`src/rtl/bidir_pin_xfer.sv`:
```
// Half-duplex command/response engine for one bidirectional pad: drives WIDTH bits MSB-first,
// releases the pad for a turnaround gap, then samples WIDTH bits back through a 2-flop synchroniser.
module bidir_pin_xfer #(
    parameter int WIDTH             = 8,
    parameter int CLOCKS_PER_BIT    = 12,
    parameter int TURNAROUND_CLOCKS = 6
) (
    input  logic             clock,
    input  logic             reset,
    input  logic             start,
    input  logic [WIDTH-1:0] tx_data,
    output logic             busy,
    output logic             done,
    output logic [WIDTH-1:0] rx_data,
    output logic             pad_i,
    output logic             pad_t,
    input  logic             pad_o
);

    localparam int CW = $clog2(CLOCKS_PER_BIT);
    localparam int BW = $clog2(WIDTH + 1);
    localparam int TW = $clog2(TURNAROUND_CLOCKS + 1);

    localparam logic [CW-1:0] CYC_LAST   = CW'(CLOCKS_PER_BIT - 1);
    localparam logic [CW-1:0] CYC_SAMPLE = CW'(CLOCKS_PER_BIT / 2);
    localparam logic [BW-1:0] BIT_LAST   = BW'(WIDTH - 1);
    localparam logic [TW-1:0] TURN_LAST  = TW'(TURNAROUND_CLOCKS - 1);

    typedef enum logic [1:0] {IDLE, TX, TURN, RX} state_t;

    state_t           state, next_state;
    logic [CW-1:0]    cyc_cnt;
    logic [BW-1:0]    bit_cnt;
    logic [TW-1:0]    turn_cnt;
    logic [WIDTH-1:0] tx_shreg;
    logic [WIDTH-1:0] rx_shreg;
    logic [1:0]       sync_q;
    logic             bit_end;
    logic             last_bit;

    assign bit_end  = (cyc_cnt == CYC_LAST);
    assign last_bit = (bit_cnt == BIT_LAST);

    always_ff @(posedge clock or posedge reset) begin
        if (reset) state <= IDLE;
        else       state <= next_state;
    end

    always_comb begin
        next_state = state;
        unique case (state)
            IDLE:    if (start) next_state = TX;
            TX:      if (bit_end && last_bit) next_state = TURN;
            TURN:    if (turn_cnt == TURN_LAST) next_state = RX;
            RX:      if (bit_end && last_bit) next_state = IDLE;
            default: next_state = IDLE;
        endcase
    end

    // The pad is only ever driven while in TX; every other state leaves it released with I parked high.
    always_comb begin
        busy  = (state != IDLE);
        pad_t = 1'b1;
        pad_i = 1'b1;
        if (state == TX) begin
            pad_t = 1'b0;
            pad_i = tx_shreg[WIDTH-1];
        end
    end

    always_ff @(posedge clock or posedge reset) begin
        if (reset) begin
            cyc_cnt  <= '0;
            bit_cnt  <= '0;
            turn_cnt <= '0;
            tx_shreg <= '0;
            rx_shreg <= '0;
            sync_q   <= 2'b11;
            done     <= 1'b0;
            rx_data  <= '0;
        end else begin
            done   <= 1'b0;
            sync_q <= {sync_q[0], pad_o};
            unique case (state)
                IDLE: begin
                    if (start) begin
                        tx_shreg <= tx_data;
                        cyc_cnt  <= '0;
                        bit_cnt  <= '0;
                    end
                end
                TX, RX: begin
                    if (bit_end) begin
                        cyc_cnt <= '0;
                        bit_cnt <= last_bit ? '0 : bit_cnt + 1'b1;
                    end else begin
                        cyc_cnt <= cyc_cnt + 1'b1;
                    end
                    if (state == TX && bit_end)
                        tx_shreg <= tx_shreg << 1;
                    // Mid-bit sample; the last sample lands well before the final cycle, so the word is complete at exit.
                    if (state == RX && cyc_cnt == CYC_SAMPLE)
                        rx_shreg <= {rx_shreg[WIDTH-2:0], sync_q[1]};
                    if (state == RX && bit_end && last_bit) begin
                        done    <= 1'b1;
                        rx_data <= rx_shreg;
                    end
                end
                TURN: turn_cnt <= (turn_cnt == TURN_LAST) ? '0 : turn_cnt + 1'b1;
                default: ;
            endcase
        end
    end

endmodule

```
`config.mk`:
```
export PLATFORM = sky130hd
export DESIGN_NAME = bidir_pin_xfer
export DESIGN_NICKNAME = d
export VERILOG_FILES = /design/src/rtl/bidir_pin_xfer.sv
export SDC_FILE = /design/constraint.sdc
export NUM_CORES = 1
export LEC_CHECK = 0
export CAP_MARGIN = 0
export CORE_ASPECT_RATIO = 0.7
export CORE_MARGIN = 4
export CORE_UTILIZATION = 54
export DETAILED_ROUTE_END_ITERATION = 10
export PLACE_DENSITY_LB_ADDON = 0.25
export SLEW_MARGIN = 20
export SYNTH_ARGS = -nofsm -noshare
export SYNTH_HDL_FRONTEND = slang
export SYNTH_SLANG_ARGS = --single-unit
export TNS_END_PERCENT = 20
```
`constraint.sdc`:
```
create_clock -name clock -period 1.94 [get_ports clock]
set_clock_uncertainty 0.05 [all_clocks]
set_input_delay 0.291 -clock clock [delete_from_list [all_inputs] [get_ports clock]]
set_output_delay 0.291 -clock clock [all_outputs]
set_load 0.005 [all_outputs]
```
==> metrics.txt, run 1 <==
status=complete, no violations; Critical Path End=pad_i; RR Endpoint=cyc_cnt[2]; Die ar.=4490 µm²; max-slew violations=0; most instantiated cells after synthesis=dfrtp_1 (38), nand2_1 (31), mux2_2 (17); Slew Limit Headroom=66.4%; power density over cell area=686 nW/µm²; Remaining Overflow, GRT=0; IO Pins=24; top cells by area, synth=dfrtp_1 (51%), mux2_2 (10%), nand2_1 (6.2%); Post-synth EDFFs=0; Reg2Reg Setup Slack=0.08 ns; Worst R2R Path Depth=5; First-pass DRT Iterations=4; crit path launch type=flop; Iter 0 DRT Violations=102; final worst slack=0.0434 ns; clk root buf=clkbuf_8; max-cap viol count=0; Num CTS Buffers=5; final setup TNS=0 ns; Post-Syn Nets=180; worst-path maximum fanout=5; Initial Util=58.0%; # DRC=0; clock sink total=40; # setup viols final=0; vias per cell=5.29; clk_lat worst skew=0.29 ns; Worst Path Required=1.60 ns; clock share of power=45.4%; Worst Max-Slew Pin Slew=0.504 ns; Seq/Total Area, Yosys=53.5%; fin crit share=97.8%; top cell type's share of synthesized area=50.7%; via count=1,296; # rows=17; Logic pwr share=2.5%; minimum clock period=1.90 ns; largest net degree at the start of global routing=41; vias in the first global route=1,297; Worst VDD drop=596 µV; yosys warns=0; Pint=1.31 mW; RSZ-0062 raised after global routing=yes; ANT nets after route=0; Crit Path Class=flop to primary output; worst slack, placed=0.116 ns; CTS tree=built; Hold Worst Slack=0.309 ns; clock-pin slew on the worst setup and hold paths=0.07 ns; Sw Share=18.5%; Synth Cell Area=1870 µm²; global-route wire length before repair=6.12 mm; initial antenna violation count=0; placer congestion estimate=0.810; area grow syn2layout=25.2%; HPWL after detailed placement=2.52 mm; Critical Path AT=1.56 ns; Cells after Synth=161; total power draw=1.61 mW; Port-buffer cells=23; DIE WIDTH=78.4 µm; FF-to-FF Start=state[0]; Hold Crit Class=flop to flop; sw power=0.297 mW; critical path launch point=state[0]; synth unique cells=32; Synth area leader=dfrtp_1; htree depth=2; most numerous cell in the Yosys netlist=dfrtp_1; maximum clock frequency=527 MHz; gr usage total=17.7%; antenna cell count=0; core area=3230 µm²; prevailing post-synth register cell=dfrtp_1; Post-synth ARST share=100%; Critical Path Sink Type=primary output; endpoints failing hold=0; clk buf depth=2; die height=57.3 µm; drt wl/cell=14.3 µm; Seq pwr share=52.0%; syn avg cell area=11.6 µm²; final wirelength=3.51 mm; Leakage=1.15 nW; proportion of layout cells with a drive suffix above 1=25.3%; Final nets=216; number of synthesized register bits=40
layout make-up:
| type | instances | area [µm²] |
|---|---|---|
| flip-flops and latches | 40 | 1000 |
| fillers | 244 | 886 |
| multi-input cells | 112 | 842 |
| repair buffers | 31 | 290 |
| clock buffers | 7 | 96.3 |
| well taps | 47 | 58.8 |
| clock inverters | 1 | 30.0 |
| inverters | 7 | 26.3 |
worst min path at each step:
stage	startpoint	to	slack [ns]	depth (start not counted)
global placement	sync_q[0]	sync_q[1]	0.30	0
detailed placement	sync_q[0]	sync_q[1]	0.30	0
floorplan	pad_o	sync_q[0]	0.25	0
CTS	sync_q[0]	sync_q[1]	0.31	0
global route	sync_q[0]	sync_q[1]	0.32	0
finish	sync_q[0]	sync_q[1]	0.31	0
registers in the layout, summed over array words and instances, names as in the netlist:
signal	flops
bit_cnt	4
cyc_cnt	4
done	1
rx_data	8
rx_shreg	8
state	2
sync_q	2
turn_cnt	3
tx_shreg	8
repair_timing:
item / in CTS / in global routing
pin swaps: 0 / 0
hold buffers: 0 / 0
resized for setup: 2 / 2
setup endpoints to repair: 3 / 10
setup buffers: 3 / 1
hold endpoints to repair: 0 / 0
cell families (layout without fill, tap and decap cells):
group           count (synthesis)  after routing  share of synthesized area [%]
compound gates                 22             22                           7.68
buf+inv                         9             46                           1.94
mux                            25             25                           16.4
flops                          40             40                           53.5
simple gates                   57             57                           15.4
fa+ha+maj                       7              7                           4.67
xor+xnor                        1              1                          0.467
power groups by stage:
stage	clock network [mW]	registers, mW	logic [mW]
2_1_floorplan	0	0.854	0.0129
3_3_place_gp	0	0.854	0.0409
3_5_place_dp	0	0.854	0.0417
4_1_cts	0.748	0.837	0.0417
5_1_grt	0.793	0.837	0.0450
6_report	0.731	0.838	0.0404
cells in the final DEF (no fill, tap or decap), drive strengths merged:
cell type,count
dfrtp,38
nand2,32
mux2,24
clkdlybuf4s50,23
o21ai,12
buf,8
clkbuf,7
nor2,7
inv,7
ha,7
nand3b,5
nand3,3
nor3,3
nand2b,2
o31ai,2
a21o,2
dfstp,2
a21oi,2
or2,1
and2b,1
a22oi,1
and4b,1
mux2i,1
a22o,1
nand4b,1
nand4,1
a31oi,1
a32o,1
xor2,1
bufinv,1
through the flow:
step,instances,utilization (%),instance area [µm²]
after floorplan,161,-,1870
after global placement,233,67.5,2180
after detailed placement,233,67.5,2180
after CTS,244,72.3,2340
after global routing,245,72.6,2350
final,245,72.6,2350
worst max-delay path, cell delays in order (launching register included):
cell and delay, ns:
dfrtp_1 0.44, ha_2 0.26, nand2b_1 0.08, clkdlybuf4s50_1 0.49
per-layer routing:
metal / vias up / global-route usage [%] / part of all wire (%)
met1: 629 / 21.6 / 44
met2: 28 / 30.1 / 50
li1: 631 / - / -
met5: - / 0 / 0
met3: 8 / 4.57 / 4.4
met4: 0 / 7.48 / 1.9
Note: power is estimated with default switching activity, not from simulation.
==> run 2: changes to the inputs <==
--- a/config.mk
+++ b/config.mk
@@ -5,10 +5,11 @@
 export SDC_FILE = /design/constraint.sdc
 export NUM_CORES = 1
 export LEC_CHECK = 0
-export CAP_MARGIN = 0
+export CAP_MARGIN = 20
 export CORE_ASPECT_RATIO = 0.7
 export CORE_MARGIN = 4
-export CORE_UTILIZATION = 54
+export CORE_UTILIZATION = 55
+export CTS_BUF_LIST = sky130_fd_sc_hd__clkbuf_4 sky130_fd_sc_hd__clkbuf_8
 export DETAILED_ROUTE_END_ITERATION = 10
 export PLACE_DENSITY_LB_ADDON = 0.25
 export SLEW_MARGIN = 20
==> metrics.txt, run 2 (synthesis gave the netlist of run 1 again) <==
status=complete, no violations (unchanged); max-slew violations=0 (unchanged); HPWL after detailed placement=2.50 mm (was 2.52 mm); die height=56.8 µm (was 57.3 µm); most frequent cells in the layout=dfrtp_1 (38), nand2_1 (31), clkdlybuf4s50_1 (23) (unchanged); clock-pin slew on the worst setup and hold paths=0.07 ns (about the same); final wirelength=3.43 mm (was 3.51 mm); total power draw=1.45 mW (was 1.61 mW); commonest non-fill, non-tap cell in the layout=dfrtp_1 (unchanged); Final nets=214 (was 216); Worst Max-Slew Pin Slew=0.481 ns (was 0.504 ns); minimum clock period=1.93 ns (was 1.90 ns); gr usage total=17.4% (was 17.7%); Iter 0 DRT Violations=80 (was 102); worst-path maximum fanout=5 (unchanged); # DRC=0 (unchanged); drt wl/cell=14.1 µm (was 14.3 µm); clk root buf=clkbuf_8 (unchanged); Slew Limit Headroom=67.9% (was 66.4%); power density over cell area=632 nW/µm² (was 686 nW/µm²); placed cells=233 (unchanged); Die ar.=4420 µm² (was 4490 µm²); placer congestion estimate=0.833 (was 0.810); area grow syn2layout=22.5% (was 25.2%); Hold Buf Count CTS=0 (unchanged); initial antenna violation count=0 (unchanged); proportion of layout cells with a drive suffix above 1=22.4% (was 25.3%); htree depth=2 (unchanged); max-cap viol count=0 (unchanged); global-route wire length before repair=6.00 mm (was 6.12 mm); core area=3210 µm² (was 3230 µm²); Post-Layout Cell Count=243 (was 245); Regs by FF count=rx_data (8), rx_shreg (8), tx_shreg (8) (unchanged); CTS tree=built (unchanged); Critical Path Sink Type=primary output (unchanged); IO Pins=24 (unchanged); # rows=17 (unchanged); clk_lat worst skew=0.28 ns (was 0.29 ns); ANT nets after route=0 (unchanged); Worst Path Required=1.60 ns (about the same); clock sink total=40 (unchanged); Hold Worst Slack=0.311 ns (was 0.309 ns); endpoints failing hold=0 (unchanged); Num CTS Buffers=5 (unchanged); maximum clock frequency=519 MHz (was 527 MHz); Initial Util=58.4% (was 58.0%); # setup viols final=0 (unchanged); Port-buffer cells=23 (unchanged); crit path launch type=flop (unchanged); sequential cell area=1000 µm² (unchanged); vias in the first global route=1,325 (was 1,297); RSZ-0062 raised after global routing=yes (unchanged); Leakage=1.12 nW (was 1.15 nW); DIE WIDTH=77.8 µm (was 78.4 µm); fin crit share=99.3% (was 97.8%); Final Core Density=71.5% (was 72.6%); largest net degree at the start of global routing=41 (unchanged); area of the multi-input gates=835 µm² (was 842 µm²); First-pass DRT Iterations=4 (unchanged); vias per cell=5.29 (about the same); Crit Path Class=flop to primary output (unchanged); Worst VDD drop=397 µV (was 596 µV); antenna cell count=0 (unchanged); Critical Path AT=1.59 ns (was 1.56 ns); Hold Crit Class=flop to flop (unchanged); filler instances=218 (was 244); clk buf depth=2 (unchanged); via count=1,286 (was 1,296); Remaining Overflow, GRT=0 (unchanged)
==> run 2: cell type report <==
cell class                      count  share of cell area (%)
Inverter                            7                    1.14
Clock inverter                      1                   0.327
Timing Repair Buffer               29                    12.0
Multi-Input combinational cell    112                    36.3
Clock buffer                        7                    3.92
Sequential cell                    40                    43.7
Tap cell                           47                    2.56
==> run 2: critical path, stage by stage, from the launching register on <==
cell and delay, ns:
dfrtp_1 0.39, inv_1 0.09, ha_1 0.26, inv_1 0.07, clkdlybuf4s50_1 0.50
==> run 2: final timing paths <==
kind                       startpoint  depth (start not counted)  slack [ns]          to
min                         sync_q[0]                          0        0.31   sync_q[1]
max in group asynchronous       reset                          3        1.10   sync_q[0]
min reg2reg                 sync_q[0]                          0        0.31   sync_q[1]
min in group asynchronous       reset                          3        0.39  rx_data[3]
max reg2reg                  state[0]                          6        0.04    state[1]
max                          state[0]                          4        0.01        busy
==> run 2: routing by layer <==
metal  routed length (µm)  GRT usage (%)
met5                    0              0
met4                   55           6.35
met3                  133           4.81
met2                 1690           29.1
met1                 1560           21.4
==> run 2: power breakdown <==
group / total, mW / switching, mW / internal [mW]
sequential: 0.838 / 0.000584 / 0.837
combinational: 0.0400 / 0.0186 / 0.0214
clock: 0.574 / 0.272 / 0.303
total: 1.45 / 0.291 / 1.16
==> run 2: repair_timing <==
item | CTS | global route
gates resized for setup | 0 | 1
setup endpoints to repair | 3 | 8
pin swaps | 0 | 0
setup buffers | 2 | 0
==> run 2: per-stage QoR <==
stage,area [µm²],setup TNS (ns),setup WS (ns)
2_1_floorplan,1870,0,0.298
3_3_place_gp,2180,0,0.159
3_5_place_dp,2180,0,0.0821
4_1_cts,2300,0,0.0171
5_1_grt,2300,-0.213,-0.0661
6_report,2300,0,0.0126
